$ cat src/rtl/fetch_unit.sv
// Instruction fetch stage: issues synchronous imem reads and feeds IF/ID.
// A 2-entry skid buffer absorbs the read in flight when IF/ID stalls.
module fetch_unit #(
    parameter int                   PC_W      = 8,
    parameter int                   INSTR_W   = 20,
    parameter logic [PC_W-1:0]      RESET_PC  = '0,
    parameter logic [INSTR_W-1:0]   NOP_INSTR = '0
) (
    input  logic               clk,
    input  logic               rstn,
    input  logic               stall_in,
    input  logic               redirect_valid,
    input  logic [PC_W-1:0]    redirect_pc,
    output logic               imem_req,
    output logic [PC_W-1:0]    imem_addr,
    input  logic [INSTR_W-1:0] imem_rdata,
    output logic               if_valid,
    output logic [PC_W-1:0]    if_pc,
    output logic [INSTR_W-1:0] if_instr
);

    logic [PC_W-1:0]    fetch_pc;
    logic [PC_W-1:0]    inflight_pc;
    logic               inflight;
    logic [1:0]         count;
    logic               head;
    logic [PC_W-1:0]    buf_pc    [2];
    logic [INSTR_W-1:0] buf_instr [2];

    logic               pop;
    logic               push;
    logic               tail;
    logic [2:0]         occ;

    assign pop  = !stall_in && (count != 2'd0);
    assign push = inflight && !redirect_valid;
    assign tail = head ^ count[0];

    // Occupancy after this edge if a new request were not issued.
    assign occ = {1'b0, count} + {2'b00, inflight} - {2'b00, pop};

    assign imem_req  = rstn && !redirect_valid && (occ < 3'd2);
    assign imem_addr = fetch_pc;

    assign if_valid = (count != 2'd0);
    assign if_pc    = if_valid ? buf_pc[head] : '0;
    assign if_instr = if_valid ? buf_instr[head] : NOP_INSTR;

    always_ff @(posedge clk or negedge rstn) begin
        if (!rstn) begin
            fetch_pc    <= RESET_PC;
            inflight    <= 1'b0;
            inflight_pc <= '0;
            count       <= 2'd0;
            head        <= 1'b0;
            buf_pc      <= '{default: '0};
            buf_instr   <= '{default: '0};
        end else if (redirect_valid) begin
            fetch_pc <= redirect_pc;
            inflight <= 1'b0;
            count    <= 2'd0;
            head     <= 1'b0;
        end else begin
            inflight <= imem_req;
            if (imem_req) begin
                fetch_pc    <= fetch_pc + PC_W'(1);
                inflight_pc <= fetch_pc;
            end
            if (push) begin
                buf_pc[tail]    <= inflight_pc;
                buf_instr[tail] <= imem_rdata;
            end
            if (pop) begin
                head <= ~head;
            end
            count <= count + {1'b0, push} - {1'b0, pop};
        end
    end

endmodule

$ cat config.mk
export PLATFORM = sky130hd
export DESIGN_NAME = fetch_unit
export DESIGN_NICKNAME = d
export VERILOG_FILES = /design/src/rtl/fetch_unit.sv
export SDC_FILE = /design/constraint.sdc
export NUM_CORES = 1
export LEC_CHECK = 0
export ABC_AREA = 1
export CAP_MARGIN = 10
export CORE_ASPECT_RATIO = 1.5
export CORE_MARGIN = 2
export CORE_UTILIZATION = 55
export DETAILED_ROUTE_END_ITERATION = 16
export MAX_ROUTING_LAYER = met4
export PLACE_DENSITY_LB_ADDON = 0.25
export SLEW_MARGIN = 20
export SYNTH_ARGS = -nofsm -noshare
export SYNTH_HDL_FRONTEND = slang
export SYNTH_SLANG_ARGS = --single-unit
$ cat constraint.sdc
create_clock -name clk -period 5.5 [get_ports clk]
set_clock_uncertainty 0.2 [all_clocks]
set_input_delay 0.55 -clock clk [delete_from_list [all_inputs] [get_ports clk]]
set_output_delay 0.55 -clock clk [all_outputs]
set_load 0.005 [all_outputs]
==> impl_results.md, run 1 <==
- Final WL: 7710 um
- Global routing's busiest layer: met2
- Synth area leaders: dfrtp_1 (54%), nand2_1 (16%), o21ai_1 (5.7%)
- Crit share post-route: 76.3%
- CP Data Required Time: 4.75 ns
- Vias/cell: 5.37
- Final setup fails: 0
- Clock sinks: 76
- Crit path max fanout: 30
- CTS Hold Bufs: 0
- RSZ-0062 raised after global routing: false
- Yosys warnings: 0
- Largest net degree at the start of global routing: 78
- Post-Synthesis Cells: 437
- Cell Count, Final, Fillers Out: 572
- Final nets: 534
- Max IR drop VDD: 0.240 mV
- Share of layout cells above drive strength 1: 4.22%
- Max transition margin: 28.7%
- CTS tree: yes
- Yosys top cell by area: dfrtp_1
- Synth async-reset ratio: 100%
- Slowest cell on crit path: clkdlybuf4s50_1
- Post-synth EDFFs: 0
- Largest delay share family, worst path: buffers and inverters
- Final Hold Fails: 0
- Routability congestion estimate: 0.793
- PD cells: 459 nW/um^2
- First-pass GRT wire length: 13000 um
- IO buf count: 69
- Die area: 7090 sq um
- Slowest stage delay, CP: 0.59 ns
- Worst-skew pair later-pin latency: 0.33 ns
- Post-CTS setup buffer count: 0
- Clk slew on worst S/H paths: 0.07 ns
- Yosys reg bits: 76
- Die Wd: 69.4 um
- Post-route total power: 2.01 mW
- Sequential share of the synthesized area: 53.9%
- Worst Setup Start Kind: flop
- Gr usage total: 23.9%
- Fmax: 238 MHz
- CTS Buf Count: 9
- Worst Hold Class: flop to flop
- Die height: 102 um
- Outcome: finished, final reports clean
- Maximum Capacitance Violations: 0
- Mapped cell area: 3530 sq um
- Dpl cell area: 4230 sq um
- CTS resizes: 0
- WL/cell: 13.5 um
- Initial Utilization: 57.2%
- Post-synthesis cell type count: 21
- Area Growth Syn to Fin: 23.8%
- Vias: 3070
- CTS HTree Levels: 3
- CP arrival: 3.45 ns
- Grt total ovfl: 0
- Hpwl dp: 5040 um
- Core Area: 6170 sq um
- Synth Flop Type: dfrtp_1
- Met1 Usage GRT: 28.4%
- Post-route DRC: 0
- Final Cell Area: 4370 sq um
- Inst Count DP: 560
- Final Critical Period: 4.20 ns
- Fin. max-slew vios: 0
- DRT Pass-1 Iters: 4
- Sum of negative setup slack: 0 ns
- Vias in the first global route: 2865
- Area share of the largest cell type after synthesis: 53.9%
- CTS Root Cell: clkbuf_8
- Antenna viol nets, final: 0
- Met3 GRT Util: 4.14%
- CP Cell Sequence: nor2_2, buf_4, nor2_1, ha_1, inv_1, nand2_1, fa_1, nand3_2, nor2_4, clkdlybuf4s50_1
- IO Pins: 70
- CP bufs+invs: 3
- Kind of critical path: flop to primary output
- Antenna cells: 0
- Least-Margin Pin Slew: 1.07 ns
- Post-Syn Nets: 474
- Deepest clock path buffer count: 2
- DRT iter0 DRCs: 292
- Rows: 35
- Critical Path End Type: primary output
- Leak pwr: 2.04 nW
- Post-layout util: 70.8%
- Avg Cell Area, Syn: 8.08 sq um
- Initial antenna violation count: 0
- Met2 global-route usage: 41.1%
==> per-layer routing <==
layer  part of all wire (%)  routed length, um
met1                     42               3240
met4                    1.1                 84
met2                     53               4050
met5                      0                  0
met3                    4.4                337
==> state kept, by name (all words and copies together) (netlist names) <==
signal and flops:
buf_instr 40, buf_pc 16, imem_addr 8, inflight_pc 8
count 2, head 1, inflight 1
==> placed cells by master, fill, tap and decap left out <==
cell type | Yosys | final
xnor2_1 | 1 | 1
inv_1 | 39 | 39
o21ai_0 | 26 | 26
inv_2 | 2 | 2
o21ai_1 | 40 | 40
dfrtp_1 | 76 | 76
nand2_1 | 151 | 151
nor2_4 | 1 | 1
nand3_2 | 1 | 2
fa_1 | 1 | 1
nor2_1 | 13 | 12
xor2_1 | 1 | 1
clkdlybuf4s50_1 | 0 | 68
nor2_2 | 0 | 1
nand4_1 | 1 | 1
clkbuf_8 | 0 | 10
o21bai_1 | 3 | 3
ha_1 | 4 | 4
buf_4 | 4 | 5
clkbuf_1 | 7 | 2
a21oi_1 | 30 | 30
a21boi_0 | 2 | 2
nand3_1 | 21 | 20
==> tightest hold or removal path: cells and delay by family, from the launching register on <==
kind               cells  cell delay [ns]
DFF                    1             0.35
and+or+nand+nor        1             0.05
AOI/OAI and AO/OA      1             0.06
==> synthesized netlist by cell type (2+ instances only) <==
library cell  instances
clkbuf_1              7
a21oi_1              30
o21ai_0              26
inv_2                 2
o21ai_1              40
o21bai_1              3
a21boi_0              2
buf_2                13
nand3_1              21
nor2_1               13
nand2_1             151
dfrtp_1              76
ha_1                  4
buf_4                 4
inv_1                39
==> worst paths after layout <==
path	from	endpoint	slack, ns	depth (start not counted)
max in group asynchronous	rstn	inflight_pc[6]$_DFFE_PN0P_	4.19	2
worst min-delay path	buf_instr[25]$_DFFE_PN0P_	buf_instr[25]$_DFFE_PN0P_	0.29	2
min in group asynchronous	rstn	buf_instr[13]$_DFFE_PN0P_	0.30	2
worst max register to register	count[1]$_DFF_PN0_	imem_addr[2]$_DFFE_PN0P_	2.35	12
worst max-delay path	count[1]$_DFF_PN0_	imem_req	1.30	10
worst min register to register	buf_instr[25]$_DFFE_PN0P_	buf_instr[25]$_DFFE_PN0P_	0.29	2
==> per-stage QoR <==
step,hold slack [ns],setup WS [ns]
after floorplan,0.0544,2.72
after global placement,0.266,1.57
after detailed placement,0.275,1.52
after CTS,0.291,1.26
after global routing,0.308,1.08
final,0.289,1.30
==> where the power goes <==
part	total [mW]	switching [mW]	internal (mW)
Clock	0.342	0.176	0.167
Combinational	0.733	0.394	0.340
Sequential	0.933	0.141	0.792
Total	2.01	0.710	1.30
==> logic make-up (layout without fill, tap and decap cells) <==
family,after synthesis,after routing,share of synthesized area [%]
AO/OA/AOI/OAI,101,101,14.7
flip-flops,76,76,53.9
buffers and inverters,65,126,7.80
adder cells (fa/ha/maj),5,5,1.98
AND/OR/NAND/NOR,188,188,21.2
XOR/XNOR,2,2,0.496
==> cell type report <==
class                   count  area, sq um
flip-flops and latches     76         1900
fillers                   497         1800
multi-input cells         296         1360
repair buffers             73          718
inverters                  41          154
clock buffers              12          145
well taps                  74         92.6
(Power assumes the default switching activity.)
==> run 2, diff against run 1 <==
CORE_UTILIZATION = 51   (was 55)
clock period = 4.1 ns   (was 5.5 ns; I/O delays follow)
==> impl_results.md, run 2 (synthesis results as in run 1) <==
- Outcome: finished, final reports clean
- RSZ-0062 raised after global routing: false
- Antenna viol nets, final: 0
- Die Wd: 71.9 um
- Commonest non-fill, non-tap cell in the layout: nand2_1
- Final Hold Fails: 0
- Grt total ovfl: 0
- PD cells: 629 nW/um^2
- DRT Pass-1 Iters: 4
- Routability congestion estimate: 0.802
- Rows: 37
- Antenna cells: 0
- Worst Setup Start Kind: flop
- Final WL: 7750 um
- Initial antenna violation count: 0
- Die area: 7620 sq um
- Fmax: 299 MHz
- Kind of critical path: flop to primary output
- Largest net degree at the start of global routing: 77
- Hpwl dp: 4970 um
- Final nets: 536
- Clk slew on worst S/H paths: 0.08 ns
- Max FFs per register: 40
- Deepest clock path buffer count: 2
- Sum of negative setup slack: 0 ns
- Share of layout cells above drive strength 1: 5.75%
- Die height: 106 um
- Post-route DRC: 0
- CP arrival: 2.73 ns
- Leak pwr: 2.07 nW
- Clock sinks: 76
- Worst-skew pair later-pin latency: 0.34 ns
- Crit path max fanout: 5
- Dpl ws: 0.807 ns
- Core Area: 6810 sq um
- DRT iter0 DRCs: 273
- Hold Slack: 0.168 ns
- Most frequent cells in the layout: nand2_1 (151), dfrtp_1 (76), clkdlybuf4s50_1 (68)
- Max transition margin: 38.5%
- CTS tree: yes
- Top reg by flops: buf_instr
- Cell Count, Final, Fillers Out: 582
- Post-route total power: 2.80 mW
- Area Growth Syn to Fin: 26.0%
- CTS HTree Levels: 3
- Inst Count DP: 566
- IO Pins: 70
- Final WS setup: 0.759 ns
- First-pass GRT wire length: 13200 um
- Gr usage total: 22.7%
- Max IR drop VDD: 0.380 mV
- Maximum Capacitance Violations: 0
- Biggest regs: buf_instr x40, buf_pc x16
- CTS resizes: 0
- Final setup fails: 0
- Post-CTS setup buffer count: 0
- CTS Root Cell: clkbuf_8
- Critical Path End Type: primary output
- Final Critical Period: 3.34 ns
- CP Data Required Time: 3.49 ns
- Vias: 3019
- CTS Buf Count: 9
- Crit share post-route: 81.5%
- Register area: 1900 sq um
- CTS Hold Bufs: 0
- Worst Hold Class: primary input to asynchronous set/reset pin
- WL/cell: 13.3 um
- Least-Margin Pin Slew: 0.923 ns
- IO buf count: 69
- Fillers: 619
- Vias in the first global route: 2795
- Final Cell Area: 4450 sq um
- Dpl cell area: 4250 sq um
- Vias/cell: 5.19
- Multi-input gate area: 1360 sq um
- Initial Utilization: 51.9%
- Post-layout util: 65.4%
- Fin. max-slew vios: 0
run 2: cell types whose count changed in the layout (fill, tap and decap cells not counted), sizes merged:
cell      delta
clkinvlp     +2
bufinv       +1
buf          +2
clkbuf       -2
clkinv       +3
run 2: critical path, stage by stage, from the launching register on:
cell and delay, ns:
dfrtp_1 0.47, nor2_2 0.06, nor2_1 0.21, ha_1 0.28, inv_1 0.05, nand2_1 0.06, fa_1 0.52, nand3_2 0.11
nor2_4 0.13, clkdlybuf4s50_1 0.50
run 2: per-layer routing:
layer	vias to the layer above	GRT usage (%)	part of all wire, %
li1	1515	-	-
met1	1406	27.7	41
met2	94	37.6	53
met3	4	4.27	6.0
met4	0	8.22	0.66
met5	-	-	0
run 2: area by class of cell:
| type | count | share of cell area (%) |
|---|---|---|
| multi-input cells | 296 | 30.6 |
| clock buffers | 10 | 3.09 |
| flip-flops and latches | 76 | 42.7 |
| inverters | 41 | 3.46 |
| clock inverters | 6 | 1.43 |
| repair buffers | 75 | 16.5 |
| well taps | 78 | 2.19 |
run 2: worst paths after layout:
kind	start	end	slack (ns)	depth (start not counted)
max	count[1]$_DFF_PN0_	imem_req	0.76	9
min	rstn	inflight_pc[5]$_DFFE_PN0P_	0.17	2
max reg2reg	count[1]$_DFF_PN0_	imem_addr[0]$_DFFE_PN0P_	1.37	12
min reg2reg	buf_pc[5]$_DFFE_PN0P_	buf_pc[5]$_DFFE_PN0P_	0.29	2
max in group asynchronous	rstn	buf_instr[7]$_DFFE_PN0P_	2.96	2
min in group clk	rstn	inflight$_DFF_PN0_	0.19	3
run 2: power by group:
part	internal [mW]	leakage (nW)	switching, mW
registers	1.06	0.969	0.190
logic	0.460	1.01	0.522
clock network	0.296	0.0983	0.268
